File: config.mk
export PLATFORM = sky130hd
export DESIGN_NAME = md_bus_merge
export DESIGN_NICKNAME = d
export VERILOG_FILES = /design/src/rtl/md_bus_pkg.sv /design/src/rtl/md_bus_contend.sv /design/src/rtl/md_bus_merge.sv
export SDC_FILE = /design/constraint.sdc
export NUM_CORES = 1
export LEC_CHECK = 0
export CAP_MARGIN = 30
export CORE_MARGIN = 5
export CORE_UTILIZATION = 35
export DETAILED_ROUTE_END_ITERATION = 8
export GPL_ROUTABILITY_DRIVEN = 1
export GPL_TIMING_DRIVEN = 0
export PLACE_DENSITY = 0.62
export SLEW_MARGIN = 20
export SYNTH_ARGS = -nofsm -noshare
export SYNTH_HDL_FRONTEND = slang
export SYNTH_HIERARCHICAL = 1
export SYNTH_SLANG_ARGS = --single-unit
File: constraint.sdc
create_clock -name MCLK2 -period 2.3 [get_ports MCLK2]
set_clock_uncertainty 0.05 [all_clocks]
set_input_delay 0.46 -clock MCLK2 [delete_from_list [all_inputs] [get_ports MCLK2]]
set_output_delay 0.46 -clock MCLK2 [all_outputs]
set_load 0.01 [all_outputs]
File: src/rtl/md_bus_pkg.sv
// rtl/md_bus_pkg.sv - shared types and constants for the board bus resolver
package md_bus_pkg;

  typedef enum logic [1:0] {
    BM_IDLE    = 2'd0,
    BM_SUSPECT = 2'd1,
    BM_FLAGGED = 2'd2
  } bm_state_e;

  localparam int BM_WIRED_OR  = 0;
  localparam int BM_WIRED_AND = 1;

  localparam int BM_CNT_W = 16;

  function automatic logic [BM_CNT_W-1:0] bm_sat_inc(input logic [BM_CNT_W-1:0] v);
    return (v == {BM_CNT_W{1'b1}}) ? v : v + 1'b1;
  endfunction

endpackage

File: src/rtl/md_bus_contend.sv
// rtl/md_bus_contend.sv - contention detector: conflict-run FSM, source mask and event counter
module md_bus_contend
  import md_bus_pkg::*;
#(
  parameter int SRC         = 4,
  parameter int CONT_WINDOW = 4
) (
  input  logic                MCLK2,
  input  logic                RESET,
  input  logic                conf_any,
  input  logic [SRC-1:0]      conf_mask,
  input  logic                clr,
  output logic                contention,
  output logic [SRC-1:0]      cont_src,
  output logic [BM_CNT_W-1:0] cont_count
);

  localparam logic [7:0] WIN = 8'(CONT_WINDOW);

  bm_state_e             state_q;
  logic [7:0]            run_q;
  logic [SRC-1:0]        acc_q;
  logic                  flag_q;
  logic [SRC-1:0]        src_q;
  logic [BM_CNT_W-1:0]   cnt_q;

  always_ff @(posedge MCLK2 or negedge RESET) begin
    if (!RESET) begin
      state_q <= BM_IDLE;
      run_q   <= '0;
      acc_q   <= '0;
      flag_q  <= 1'b0;
      src_q   <= '0;
      cnt_q   <= '0;
    end else if (clr) begin
      // cnt_q survives clr; only RESET clears the event count
      state_q <= BM_IDLE;
      run_q   <= '0;
      acc_q   <= '0;
      flag_q  <= 1'b0;
      src_q   <= '0;
    end else begin
      case (state_q)
        BM_IDLE: begin
          if (conf_any) begin
            run_q <= 8'd1;
            if (WIN == 8'd1) begin
              state_q <= BM_FLAGGED;
              flag_q  <= 1'b1;
              src_q   <= conf_mask;
              cnt_q   <= bm_sat_inc(cnt_q);
            end else begin
              state_q <= BM_SUSPECT;
              acc_q   <= conf_mask;
            end
          end
        end
        BM_SUSPECT: begin
          if (!conf_any) begin
            state_q <= BM_IDLE;
            run_q   <= '0;
            acc_q   <= '0;
          end else begin
            run_q <= run_q + 8'd1;
            acc_q <= acc_q | conf_mask;
            if (run_q + 8'd1 == WIN) begin
              state_q <= BM_FLAGGED;
              flag_q  <= 1'b1;
              src_q   <= acc_q | conf_mask;
              cnt_q   <= bm_sat_inc(cnt_q);
            end
          end
        end
        BM_FLAGGED: src_q <= src_q | conf_mask;
        default:    state_q <= BM_IDLE;
      endcase
    end
  end

  assign contention = flag_q;
  assign cont_src   = src_q;
  assign cont_count = cnt_q;

endmodule

File: src/rtl/md_bus_merge.sv
// rtl/md_bus_merge.sv - registered multi-driver bus resolver with contention diagnostics
module md_bus_merge
  import md_bus_pkg::*;
#(
  parameter int               WIDTH       = 16,
  parameter int               SRC         = 4,
  parameter int               WIRED_AND   = 0,
  parameter int               KEEP        = 1,
  parameter logic [WIDTH-1:0] PULL_VAL    = '1,
  parameter int               CONT_WINDOW = 4
) (
  input  logic                 MCLK2,
  input  logic                 RESET,
  input  logic [SRC*WIDTH-1:0] src_o,
  input  logic [SRC*WIDTH-1:0] src_d,
  input  logic                 clr,
  output logic [WIDTH-1:0]     bus_o,
  output logic [WIDTH-1:0]     bus_float,
  output logic                 contention,
  output logic [SRC-1:0]       cont_src,
  output logic [BM_CNT_W-1:0]  cont_count
);

  logic [WIDTH-1:0] bus_q, bus_d;
  logic [WIDTH-1:0] float_q, float_d;
  logic [WIDTH-1:0] conf_bits;
  logic [SRC-1:0]   conf_mask;
  logic             conf_any;
  logic             any_v, or_v, and_v;

  always_comb begin
    bus_d     = bus_q;
    float_d   = '1;
    conf_bits = '0;
    conf_mask = '0;
    any_v     = 1'b0;
    or_v      = 1'b0;
    and_v     = 1'b1;
    for (int i = 0; i < WIDTH; i++) begin
      any_v = 1'b0;
      or_v  = 1'b0;
      and_v = 1'b1;
      for (int k = 0; k < SRC; k++) begin
        if (!src_d[k*WIDTH+i]) begin
          any_v = 1'b1;
          or_v  = or_v | src_o[k*WIDTH+i];
          and_v = and_v & src_o[k*WIDTH+i];
        end
      end
      // a driven 1 and a driven 0 on the same bit is a conflict in either wiring mode
      float_d[i]   = ~any_v;
      conf_bits[i] = any_v & or_v & ~and_v;
      if (any_v)
        bus_d[i] = (WIRED_AND == BM_WIRED_AND) ? and_v : or_v;
      else
        bus_d[i] = (KEEP != 0) ? bus_q[i] : PULL_VAL[i];
    end
    for (int k = 0; k < SRC; k++)
      conf_mask[k] = |(~src_d[k*WIDTH +: WIDTH] & conf_bits);
  end

  assign conf_any = |conf_bits;

  always_ff @(posedge MCLK2 or negedge RESET) begin
    if (!RESET) begin
      bus_q   <= PULL_VAL;
      float_q <= '1;
    end else begin
      bus_q   <= bus_d;
      float_q <= float_d;
    end
  end

  md_bus_contend #(
    .SRC         (SRC),
    .CONT_WINDOW (CONT_WINDOW)
  ) u_contend (
    .MCLK2      (MCLK2),
    .RESET      (RESET),
    .conf_any   (conf_any),
    .conf_mask  (conf_mask),
    .clr        (clr),
    .contention (contention),
    .cont_src   (cont_src),
    .cont_count (cont_count)
  );

  assign bus_o     = bus_q;
  assign bus_float = float_q;

endmodule
Word level (Yosys, flattened, before mapping)
Cells that the tools add are included.
{"block": "classes", "addsub": 2, "magnitude_cmp": 0, "reduce_logical": 16, "muxes": 213, "n_eq_ne": 9, "div_mod_pow": 0, "n_bitwise": 172, "mul": 0, "n_shift": 0}
{"cell": "2-to-1 mux 1 bit", "n": 196}
{"cell": "bitwise AND 1 bit", "n": 80}
{"cell": "OR reduction 16 bit", "n": 5}
{"cell": "bitwise AND 16 bit", "n": 4}
{"cell": "inverter 16 bit", "n": 4}
{"cell": "OR 1 bit", "n": 48}
{"cell": "inverter 1 bit", "n": 34}
{"cell": "2-to-1 mux 4 bit", "n": 6}
{"cell": "2-to-1 mux 8 bit", "n": 3}
{"cell": "adder 16 x 1 -> 16 bit (second input constant)", "n": 1}
{"cell": "equality test 16 bit (second input constant)", "n": 1}
{"cell": "case mux 4 bit (2 select lines)", "n": 2}
{"cell": "case mux 8 bit (2 select lines)", "n": 1}
{"cell": "inequality test 3 x 2 -> 1 bit (second input constant)", "n": 3}
{"cell": "AND reduction 3 bit", "n": 3}
{"cell": "adder 8 x 1 -> 8 bit (second input constant)", "n": 1}
{"cell": "equality test 8 x 3 -> 1 bit (second input constant)", "n": 1}
{"cell": "2-to-1 mux 2 bit", "n": 4}
{"cell": "OR 4 bit", "n": 2}
{"cell": "case mux 2 bit (3 select lines)", "n": 1}
{"cell": "nonzero test 2 bit", "n": 3}
{"cell": "nonzero test 3 bit", "n": 2}
{"cell": "AND reduction 5 bit", "n": 1}
{"cell": "inequality test 4 bit (second input constant)", "n": 1}
{"cell": "other kinds (5)", "n": 5}
{"block": "totals", "in_bits": 131, "ff_bits": 67, "elab_cells": 435, "latchBits": 0, "ram_bits": 0, "n_memories": 0, "out_inout_bits": 53, "rom_bits": 0}

Logic depth before layout (Yosys ltp)
Gate-level depths: netlist (run 1).
{"block": "logic_depth", "word_depth": 16, "depth_mapped": 14, "depth_no_buf": 11}

Cells and area by module
Netlist (run 1), hierarchy kept.
{"mod": "md_bus_merge", "n_inst": 1, "seq_area_each_um2": 840.8, "area_each_um2": 3408.3, "cells_each": 451}
{"mod": "md_bus_contend", "n_inst": 1, "seq_area_each_um2": 875.8, "area_each_um2": 1818.0, "cells_each": 177}

Least setup slack after synthesis (run 1)
No wires, ideal clock.
{"block": "synth_path", "kind": "input to register", "startpoint": "in src_o[6]", "endpoint": "reg u_contend.src_q[1], in the netlist u_contend/cont_src[1]", "path_stages": 13, "path_slack_ns": -1.033, "required_time_ns": 2.124, "setup_ns": 0.126, "n_path_buf": 2, "arrival_time_ns": 3.157, "path_cell_list": "nor2b_1 -> a2111oi_4 -> o22ai_1 -> or4b_1 -> nor4_1 -> nand3_1 -> nand3b_4 -> or2_0 -> buf_2 -> a211oi_2 -> or2_2 -> clkbuf_1 -> a221o_1"}
{"element": "start: declaration", "line_no": "md_bus_merge.sv:14", "source": "input logic [SRC*WIDTH-1:0] src_o,"}
{"element": "2-to-1 mux 1 bit", "line_no": "md_bus_merge.sv:44", "source": "if (!src_d[k*WIDTH+i]) begin"}
{"element": "OR 1 bit / bitwise AND 1 bit (equally long branches)", "line_no": "md_bus_merge.sv:46, md_bus_merge.sv:47"}
{"element": "2-to-1 mux 1 bit", "line_no": "md_bus_merge.sv:44"}
{"element": "OR 1 bit / bitwise AND 1 bit (equally long branches)", "line_no": "md_bus_merge.sv:46, md_bus_merge.sv:47"}
{"element": "2-to-1 mux 1 bit", "line_no": "md_bus_merge.sv:44"}
{"element": "OR 1 bit / bitwise AND 1 bit (equally long branches)", "line_no": "md_bus_merge.sv:46, md_bus_merge.sv:47"}
{"element": "2-to-1 mux 1 bit", "line_no": "md_bus_merge.sv:44"}
{"element": "bitwise AND 1 bit / inverter 1 bit (equally long branches)", "line_no": "md_bus_merge.sv:52", "source": "conf_bits[i] = any_v & or_v & ~and_v;"}
{"element": "bitwise AND 1 bit (*)", "line_no": "md_bus_merge.sv:52"}
{"element": "OR reduction 16 bit (*)", "line_no": "md_bus_merge.sv:62", "source": "assign conf_any = |conf_bits;"}
{"element": "via conf_any", "line_no": "md_bus_merge.sv:28", "source": "logic conf_any;"}
{"element": "inequality test 3 x 2 -> 1 bit (no line) (*)"}
{"element": "AND reduction 3 bit (no line) (*)"}
{"element": "end signal: assignment", "line_no": "md_bus_contend.sv:50", "source": "src_q <= conf_mask;"}
{"element": "end signal: assignment", "line_no": "md_bus_contend.sv:69", "source": "src_q <= acc_q | conf_mask;"}
{"element": "end signal: assignment", "line_no": "md_bus_contend.sv:74", "source": "BM_FLAGGED: src_q <= src_q | conf_mask;"}
{"element": "end: declaration", "line_no": "md_bus_contend.sv:24", "source": "logic [SRC-1:0] src_q;"}
The timed path passes the listed nets; every way through them passes the cells marked *. The select of a mux whose other input is x is not followed.
A chain may end at the register's enable or synchronous reset.

Final worst setup path (run 1)
{"block": "layout_path", "startpoint": "in src_o[11]", "endpoint": "reg u_contend.src_q[1], in the netlist u_contend/cont_src[1]"}
The elaborated chain is that of the path after synthesis.

==> results of run 1 <==
-- metal layers --
layer | vias to the layer above | track usage | part of all wire
met5 | - | 0 | 0.0015
met1 | 3042 | 0.2710 | 0.40
met3 | 73 | 0.06183 | 0.066
li1 | 2892 | - | -
met4 | 6 | 0.1041 | 0.048
met2 | 265 | 0.4001 | 0.49
-- power groups by stage --
stage / Sequential (mW) / Combinational, mW / Clock, mW
2_1_floorplan: 1.30 / 0.425 / 0
6_report: 1.27 / 1.29 / 1.56
5_1_grt: 1.28 / 1.38 / 1.64
3_5_place_dp: 1.29 / 0.987 / 0
3_3_place_gp: 1.29 / 0.968 / 0
4_1_cts: 1.27 / 1.18 / 1.58
-- worst min-delay path by stage --
stage                         end  cells past startpoint  slack, ns  startpoint
3_5_place_dp   u_contend/run_q[4]                      1       0.36       RESET
6_report             bus_float[0]                      3       0.31   src_d[16]
4_1_cts             bus_float[14]                      2       0.36   src_d[46]
5_1_grt              bus_float[0]                      3       0.31   src_d[16]
3_3_place_gp            bus_o[15]                      2       0.40   bus_o[15]
2_1_floorplan  u_contend/acc_q[0]                      0       0.11       RESET
-- Yosys cell counts (all sizes together), types with 3 or more instances --
master,number,share of area
o32ai,11,0.018
and3,12,0.014
o21ai,28,0.027
nand3,13,0.012
nor3,35,0.034
a21oi,32,0.031
nand4,14,0.018
o21bai,5,0.0072
ha,3,0.0072
nor4,8,0.0096
clkbuf,6,0.0043
o22a,4,0.0067
nor2,62,0.045
o311ai,4,0.0067
nand2b,12,0.014
o221ai,8,0.013
nand2,48,0.034
a221o,4,0.0077
a2111oi,7,0.020
and4,16,0.027
or3,5,0.0060
nand3b,6,0.011
o2111ai,4,0.0067
or4,3,0.0043
o22ai,30,0.036
nor3b,6,0.0086
a211oi,5,0.0081
inv,24,0.017
xnor2,34,0.057
and2,6,0.0074
mux2i,3,0.0057
or2,3,0.0036
dfstp,32,0.16
o21a,4,0.0057
dfrtp,35,0.17
o31ai,7,0.010
buf,6,0.0093
xor2,6,0.010
nor2b,54,0.065
-- critical path, cell delays in order --
cell           delay (ns)
dlygate4sd2_1        0.26
nor2b_4              0.14
a2111oi_4            0.22
nor2_1               0.11
or4b_4               0.57
nor4_4               0.21
nand3_4              0.13
nand3b_4             0.10
or2_4                0.13
a211oi_4             0.04
or2_4                0.27
a221o_1              0.32
-- sequential cells by signal, indices dropped and copies added (netlist names) --
| signal | cells |
|---|---|
| u_contend/cont_count | 16 |
| u_contend/state_q | 2 |
| bus_o | 16 |
| bus_float | 16 |
| u_contend/run_q | 8 |
| u_contend/contention | 1 |
| u_contend/cont_src | 4 |
| u_contend/acc_q | 4 |
-- final cells by class --
type,instances,share of cell area
repair buffers,250,0.2375
flip-flops and latches,67,0.1941
clock inverters,7,0.01132
clock buffers,9,0.02546
well taps,184,0.02603
inverters,24,0.01047
multi-input cells,525,0.4874
diodes,1,0.0002829
plain buffers,10,0.007496
-- what timing repair did --
item / 4_1_cts / 5_1_grt
setup endpoints to repair: 35 / 35
hold buffers: 1 / 0
pin swaps: 60 / 61
setup buffers: 50 / 19
gates resized for setup: 428 / 173
gates cloned: 1 / 1
hold endpoints to repair: 8 / 0
-- kinds of logic after synthesis --
logic type,Yosys count,share of synthesized area
compound gates,171,0.2351
xor+xnor,40,0.06703
fa+ha+maj,3,0.007183
buf+inv,36,0.03088
flops,67,0.3285
mux,5,0.01077
simple gates,306,0.3206
-- layout by cell type, fill, tap and decap left out, types with 5 or more instances in the layout --
cell type,instances
a2111oi_4,5
a21oi_1,29
and3_1,12
and4_1,16
buf_2,38
buf_4,60
buf_6,20
clkbuf_1,5
clkbuf_16,10
clkbuf_2,22
clkdlybuf4s15_1,13
clkdlybuf4s50_1,55
dfrtp_1,35
dfstp_2,32
dlygate4sd2_1,33
dlymetal6s2s_1,6
inv_1,17
inv_2,6
nand2_1,44
nand2b_1,10
nand3_1,9
nand3b_1,5
nand4_1,13
nor2_1,50
nor2_2,11
nor2b_1,8
nor2b_2,7
nor2b_4,39
nor3_1,25
nor3_2,6
nor3b_1,6
nor4_1,5
o21ai_0,15
o21ai_1,10
o221ai_1,8
o22ai_1,16
o22ai_2,11
o32ai_1,5
xnor2_1,33
xor2_1,6
==> flow_summary_export.csv, run 1 <==
group,metric,value,unit
outcome,status,"finished with violations",
outcome,violations,"setup timing",
setup_path,path_class,"input port to flop",
power,pwr-share-clk,0.378,
global_routing,grt_pass1_vias,6405,
synth,synthDistinctLibCells,69,
global_routing,grt_max_degree,44,
route,final_antenna_net_count,0,
sta,whs,0.3094,ns
synth,ys_seq_elements,67,
clocking,cts_made_buffers,9,
sta,finalWorstSetupSlack,-0.4950,ns
setup_path,cp.arrival,2.97,ns
clocking,cts_htree_levels,3,
setup_path,required,2.47,ns
layout,syn_to_final_growth,69.26,%
sta,tightest_slew,0.8710,ns
floorplanning,start_util,0.3582,
setup_path,critPathMaxFanout,5,
run,drv_cap,0,
route,via_per_inst,5.829,
power,switching_share,0.3130,
floorplanning,die_w,132.2,um
sta,fin_crit_sh,1.215,
placement,portBuffers,182,
setup_path,r2r-start,"u_contend/cont_count[0]",
worst_hold_path,hold_path.class,"input port to flop",
clocking,clk_path_buf_depth,2,
global_routing,antenna_found_initial,3,
global_routing,track_usage,0.2326,
layout,instances_no_fill,1077,
placement,place_inst,995,
synth,synth_edf_count,0,
placement,dpl_cell_area,7373,um2
synth,syn_nets,762,
synth,ys_warn_count,6,
power,power.leakage,3.743,nW
sta,rsz0062_at_grt,"true",
clocking,clkLatencyLatePin,0.35,ns
setup_path,worstReg2RegEnd,"u_contend/cont_count[3]",
global_routing,grt_pass1_wl,33300,um
route,drt_pass1_iterations,5,
sta,fmax,0.3578,GHz
clocking,ctsRootBufferMaster,"clkbuf_16",
layout,drive_gt1_frac,0.3924,
floorplanning,die_area,17480,um2
setup_path,worstSetupStartpoint,"src_o[11]",
sta,finalHoldViolations,0,
setup_path,startpoint_type,"input port",
clocking,cts.clk_slew.worst_paths,0.06,ns
power,power_switching,1.289,mW
setup_path,rr_worst_depth,6,
layout,seq_area,1717,um2
route,wl,21490,um
synth,syn_area_per_cell,8.322,um2
placement,dp_hpwl,15620,um
setup_path,r2r_slack,0.14,ns
layout,final_util,0.6063,
sta,slew-limit-headroom,0.4043,
setup_path,endpoint_kind,"flop",
sta,final.setup.tns,-11.59,ns
clocking,cts_tree,"yes",
setup_path,endpoint,"u_contend/cont_src[1]",
floorplanning,fp.dieH,132.2,um
synth,synth_cells,628,
route,drtIter0Drc,448,
synth,yosysSeqAreaShare,0.3285,
layout,multiInputGateArea,4312,um2
layout,nFillCells,1247,
power,seq_power_share,0.309,
clocking,clkSinkCount,67,
route,post-route-drc-count,0,
sta,fin_crit,2.795,ns
global_routing,overflow,0,
sta,setup_viol,34,
layout,nets,1021,
power,intPower,2.830,mW
floorplanning,io_pins,184,
floorplanning,num_rows,44,
power,p_per_area,465.6,nW/um2
floorplanning,coreArea,14590,um2
power,combPwrFrac,0.313,
placement,post-place-ws,-1.881,ns
route,vias,6278,
synth,synthFlopType,"dfrtp_1",
power,p_total,4.119,mW
placement,gp_congestion,0.9202,
synth,syn-cell-area,5226,um2
layout,final_cell_area,8846,um2
synth,synthArstFlopShare,1.000,
route,drt-wirelength-per-cell,19.95,um
power,ir_drop,356.1,uV
sta,slew_violations,0,
Power figures use the tool's default switching activity.
==> inputs of run 2 (changes only) <==
Settings changed: CORE_MARGIN 5 to 4.
==> run 2 against run 1 <==
The run still ends with setup timing left. Via count decreased by 0.99%. Flip-flop and latch count unchanged. First-iteration DRC count decreased by 14%. Highest routed layer is now met4. Largest power group unchanged. Register-to-register slack got worse by 0.08 ns. Hold slack improved by 0.019 ns. Cell count about the same. Clock power decreased by 9%. Sequential share of layout area increased by 0.077 points. Sequential power about the same. Clock-buffer cell count increased by 2. Non-clock buffer count decreased by 1.
==> flow_summary_export.csv, run 2 (synthesis results as in run 1) <==
group,metric,value,unit
clocking,clkSinkCount,67,
global_routing,overflow,0,
global_routing,grt_pass1_vias,6264,
clocking,cts_tree,"yes",
floorplanning,die_w,130.2,um
power,combPwrFrac,0.319,
placement,post-place-ws,-1.995,ns
setup_path,required,2.51,ns
power,pwr-share-clk,0.359,
setup_path,cp.arrival,3.00,ns
setup_path,slowest_stage,"or3_4",
power,ir_drop,373.5,uV
power,intPower,2.724,mW
layout,syn_to_final_growth,68.59,%
worst_hold_path,hold_path.class,"input port to flop",
global_routing,grt_pass1_wl,31960,um
global_routing,grt.met3_usage,0.05485,
sta,finalHoldViolations,0,
route,vias,6216,
setup_path,path_cells,"dlygate4sd2_1 > inv_1 > a222oi_1 > buf_4 > o22ai_4 > or3_4 > and4bb_2 > nand3_4 > buf_4 > buf_6 > o21bai_4 > nor2b_4 > buf_4 > o21ai_2 > o21ai_1",
sta,tightest_slew,0.8019,ns
global_routing,track_usage,0.2380,
global_routing,top_usage_layer,"met2",
power,seq_power_share,0.322,
placement,portBuffers,182,
placement,gp_congestion,0.8807,
route,drtIter0Drc,385,
floorplanning,io_pins,184,
global_routing,antenna_found_initial,3,
setup_path,startpoint_type,"input port",
power,p_per_area,447.9,nW/um2
global_routing,grt_max_degree,48,
placement,place_inst,995,
setup_path,path_class,"input port to flop",
sta,fin_crit,2.788,ns
global_routing,grtUsageMet1,0.2862,
route,final_antenna_net_count,0,
sta,finalWorstSetupSlack,-0.4885,ns
setup_path,endpoint_kind,"flop",
sta,slew-limit-headroom,0.4516,
setup_path,cp_common_cell,"buf_4",
route,drt-wirelength-per-cell,19.33,um
floorplanning,fp.dieH,130.2,um
setup_path,critPathMaxFanout,7,
layout,nFillCells,1259,
route,drt_pass1_iterations,5,
sta,setup_viol,35,
sta,final.setup.tns,-13.32,ns
sta,fin_crit_sh,1.212,
layout,final_util,0.6039,
placement,dp_hpwl,15370,um
layout,instances_no_fill,1078,
layout,drive_gt1_frac,0.3446,
floorplanning,coreArea,14590,um2
clocking,ctsRootBufferMaster,"clkbuf_16",
floorplanning,num_rows,44,
power,switching_share,0.3097,
power,power_switching,1.222,mW
clocking,cts_htree_levels,3,
route,via_per_inst,5.766,
layout,nets,1020,
floorplanning,die_area,16950,um2
setup_path,crit_path_max_incr_delay,0.34,ns
clocking,cts.clk_slew.worst_paths,0.06,ns
floorplanning,start_util,0.3582,
route,wl,20840,um
clocking,cts_made_buffers,9,
sta,fmax,0.3586,GHz
run,drv_cap,0,
outcome,violations,"setup timing",
layout,most-common-layout-cells,"56 x clkdlybuf4s50_1, 55 x buf_4, 52 x nor2_1",
power,power.leakage,3.746,nW
layout,layout_commonest_cell,"clkdlybuf4s50_1",
outcome,status,"finished with violations",
clocking,clkLatencyLatePin,0.34,ns
sta,slew_violations,0,
global_routing,use_met2,0.4025,
sta,rsz0062_at_grt,"true",
clocking,clk_path_buf_depth,2,
route,post-route-drc-count,0,
==> run 2: through the flow <==
stage          area, um2  power (mW)  hold slack (ns)
2_1_floorplan       5296       1.727           0.1144
3_3_place_gp        7348       2.258           0.3968
3_5_place_dp        7373       2.282           0.3315
4_1_cts             8591       3.916           0.3533
5_1_grt             8808       4.119           0.3527
6_report            8811       3.946           0.3281
==> run 2: path summary, 6_finish.rpt <==
check | from | to | slack [ns] | cells after the start
worst max-delay path | src_d[32] | u_contend/run_q[2] | -0.49 | 15
worst min-delay path | src_d[0] | bus_float[0] | 0.33 | 3
worst max register to register | u_contend/run_q[0] | u_contend/cont_count[8] | 0.06 | 8
worst min register to register | bus_o[15] | bus_o[15] | 0.41 | 2
max in group asynchronous | RESET | bus_float[15] | 1.08 | 3
min in group asynchronous | RESET | u_contend/run_q[5] | 0.52 | 2
==> run 2: critical path, delay by kind of cell <==
| family | cells | cell delay [ns] |
|---|---|---|
| buffers and inverters | 6 | 0.96 |
| AOI/OAI and AO/OA | 5 | 0.57 |
| and+or+nand+nor | 4 | 0.99 |
==> run 2: layout make-up <==
| type | count | area (um2) | share of cell area |
|---|---|---|---|
| Antenna cell | 3 | 7.507 | 0.0008520 |
| Buffer | 10 | 66.31 | 0.007526 |
| Clock buffer | 11 | 242.7 | 0.02755 |
| Clock inverter | 5 | 52.55 | 0.005964 |
| Inverter | 24 | 95.09 | 0.01079 |
| Multi-Input combinational cell | 525 | 4198 | 0.4764 |
| Sequential cell | 67 | 1717 | 0.1948 |
| Tap cell | 184 | 230.2 | 0.02613 |
| Timing Repair Buffer | 249 | 2202 | 0.2499 |
==> run 2: layer usage <==
metal	share of wire	routed length, um	up-vias
met4	0.037	772	0
met5	0	0	-
met2	0.49	10190	295
met1	0.40	8243	2968
li1	-	-	2895
met3	0.079	1638	58
==> run 2: what timing repair did <==
action,in CTS,in global routing
endpoints found under the setup margin,35,35
pin swaps,54,51
resized for setup,376,117
hold buffers,1,0
endpoints found under the hold margin,6,0
setup buffers,52,13
gates cloned,1,1
==> run 2: power groups by stage <==
stage	logic (mW)	clock network, mW	registers [mW]
after floorplan	0.425	0	1.30
after global placement	0.971	0	1.29
after detailed placement	0.994	0	1.29
after CTS	1.20	1.45	1.27
after global routing	1.35	1.50	1.27
final	1.26	1.42	1.27
==> inputs of run 3 (changes only) <==
Settings changed: CTS_BUF_LIST set to sky130_fd_sc_hd__clkbuf_4 sky130_fd_sc_hd__clkbuf_8, PLACE_DENSITY 0.62 to not set, TNS_END_PERCENT set to 50.
==> run 3 against run 2 <==
The flow still finishes with violations (setup timing). First-iteration DRC count fell by 7.0%. Via count fell by 1.1%. Fmax fell by 1.1%. Clock power fell by 18%. Combinational power barely moved. Sequential power barely moved. Clock-buffer cell count fell by 1. Flip-flop and latch count did not move. Hold slack got worse by 0.081 ns. Setup slack got worse by 0.031 ns. Register-to-register slack improved by 0.04 ns. Critical endpoint is now u_contend/cont_src[0]. Highest routed layer unchanged.
==> flow_summary_export.csv, run 3 (synthesis results as in run 1) <==
group,metric,value,unit
outcome,status,"finished with violations",
outcome,violations,"setup timing",
sta,slew_violations,0,
sta,fin_crit,2.819,ns
run,drv_cap,0,
global_routing,grt_pass1_vias,6218,
clocking,cts_made_buffers,9,
clocking,ctsRootBufferMaster,"clkbuf_8",
clocking,cts_htree_levels,3,
sta,tightest_slew,0.7212,ns
placement,portBuffers,182,
layout,drive_gt1_frac,0.3570,
clocking,clkSinkCount,67,
sta,rsz0062_at_grt,"true",
layout,most-common-layout-cells,"60 x buf_4, 58 x clkdlybuf4s50_1, 54 x nor2_1",
setup_path,required,2.50,ns
placement,gp_congestion,0.9467,
power,ir_drop,225.6,uV
layout,nets,1017,
floorplanning,fp.dieH,130.2,um
setup_path,critPathMaxFanout,5,
layout,seq_area,1717,um2
setup_path,endpoint_kind,"flop",
worst_hold_path,hold_path.class,"input port to flop",
floorplanning,coreArea,14590,um2
sta,finalWorstSetupSlack,-0.5192,ns
layout,syn_to_final_growth,64.54,%
sta,fmax,0.3547,GHz
power,power.leakage,3.651,nW
clocking,cts_tree,"yes",
floorplanning,die_w,130.2,um
worst_hold_path,hold_depth,3,
route,drt_pass1_iterations,6,
floorplanning,start_util,0.3582,
floorplanning,num_rows,44,
sta,fin_crit_sh,1.226,
sta,final.setup.tns,-12.32,ns
route,via_per_inst,5.723,
clocking,clk_path_buf_depth,2,
route,post-route-drc-count,0,
global_routing,overflow,0,
route,wl,20950,um
layout,layout_commonest_cell,"buf_4",
setup_path,rr_worst_depth,7,
placement,dp_hpwl,15450,um
floorplanning,die_area,16950,um2
clocking,cts.clk_slew.worst_paths,0.09,ns
global_routing,track_usage,0.2400,
setup_path,path_class,"input port to flop",
placement,post-place-ws,-1.948,ns
route,final_antenna_net_count,0,
global_routing,antenna_found_initial,2,
layout,nFillCells,1287,
global_routing,grt_max_degree,46,
setup_path,r2r_slack,0.10,ns
route,drtIter0Drc,358,
layout,multiInputGateArea,4169,um2
worst_hold_path,min_from,"src_d[0]",
setup_path,worstReg2RegEnd,"u_contend/cont_count[10]",
power,p_per_area,428.7,nW/um2
clocking,clkLatencyLatePin,0.37,ns
sta,slew-limit-headroom,0.5131,
setup_path,startpoint_type,"input port",
layout,final_cell_area,8600,um2
worst_hold_path,hold_end,"bus_float[0]",
sta,finalHoldViolations,0,
global_routing,grt_pass1_wl,32120,um
placement,dpl_cell_area,7371,um2
setup_path,cp.arrival,3.02,ns
setup_path,r2r-start,"u_contend/run_q[4]",
route,vias,6146,
sta,setup_viol,34,
floorplanning,io_pins,184,
route,drt-wirelength-per-cell,19.50,um
layout,final_util,0.5895,
## run 3: cell types whose count changed in the layout (fill, tap and decap cells not counted), sizes merged, moves of 2 or more
cell | previous run | this run
clkbuf | 35 | 40
dlymetal6s2s | 10 | 5
dlygate4sd2 | 50 | 46
buf | 97 | 106
clkdlybuf4s15 | 21 | 10
clkdlybuf4s50 | 56 | 58
## run 3: power by group
group / switching (mW) / internal (mW)
combinational: 0.638 / 0.609
clock: 0.529 / 0.642
sequential: 0.0246 / 1.24
## run 3: through the flow
| step | cells | power [mW] | hold WS, ns |
|---|---|---|---|
| floorplan | 628 | 1.727 | 0.1144 |
| detailed placement | 995 | 2.278 | 0.3459 |
| global route | 1074 | 3.869 | 0.2346 |
| global placement | 994 | 2.256 | 0.4004 |
| finish | 1074 | 3.687 | 0.2475 |
| CTS | 1061 | 3.618 | 0.3333 |
## run 3: layer usage
| metal | GRT usage | up-vias | share of wire | routed length [um] |
|---|---|---|---|---|
| met4 | 0.08374 | 0 | 0.026 | 553 |
| met3 | 0.06099 | 40 | 0.064 | 1339 |
| met1 | 0.2814 | 2998 | 0.40 | 8423 |
| met2 | 0.4246 | 225 | 0.51 | 10630 |
| li1 | - | 2883 | - | - |
| met5 | 0 | - | 0 | 0 |
## run 3: layout make-up
| type | instances | area share |
|---|---|---|
| Timing Repair Buffer | 246 | 0.2433 |
| Inverter | 24 | 0.01106 |
| Tap cell | 184 | 0.02677 |
| Buffer | 10 | 0.007711 |
| Clock inverter | 6 | 0.01018 |
| Sequential cell | 67 | 0.1996 |
| Multi-Input combinational cell | 525 | 0.4848 |
| Clock buffer | 10 | 0.01600 |
| Antenna cell | 2 | 0.0005820 |
## run 3: worst max-delay path by stage
stage	start	slack [ns]	endpoint	cells after the start
5_1_grt	src_o[32]	-0.57	u_contend/cont_src[0]	12
6_report	src_o[32]	-0.52	u_contend/cont_src[0]	12
3_3_place_gp	src_o[51]	-1.93	u_contend/cont_count[8]	15
3_5_place_dp	src_o[51]	-1.95	u_contend/cont_count[6]	15
4_1_cts	src_o[6]	-0.60	u_contend/cont_src[0]	13
2_1_floorplan	src_o[38]	-0.86	u_contend/cont_src[0]	13
## run 3: worst max-delay path: stages
cell and delay [ns]:
clkdlybuf4s15_1 0.22, a222oi_1 0.32, buf_4 0.19, o22ai_4 0.08
or3_1 0.42, and4bb_2 0.35, nand3_4 0.10, nand3b_4 0.11
or2_4 0.14, a211oi_4 0.04, or2_4 0.26, a221o_1 0.32
## run 3: what timing repair did
action | CTS | global route
hold buffers | 1 | 0
setup buffers | 48 | 12
hold endpoints to repair | 6 | 0
pin swaps | 48 | 52
endpoints found under the setup margin | 35 | 35
cloned | 2 | 0
resized for setup | 382 | 144
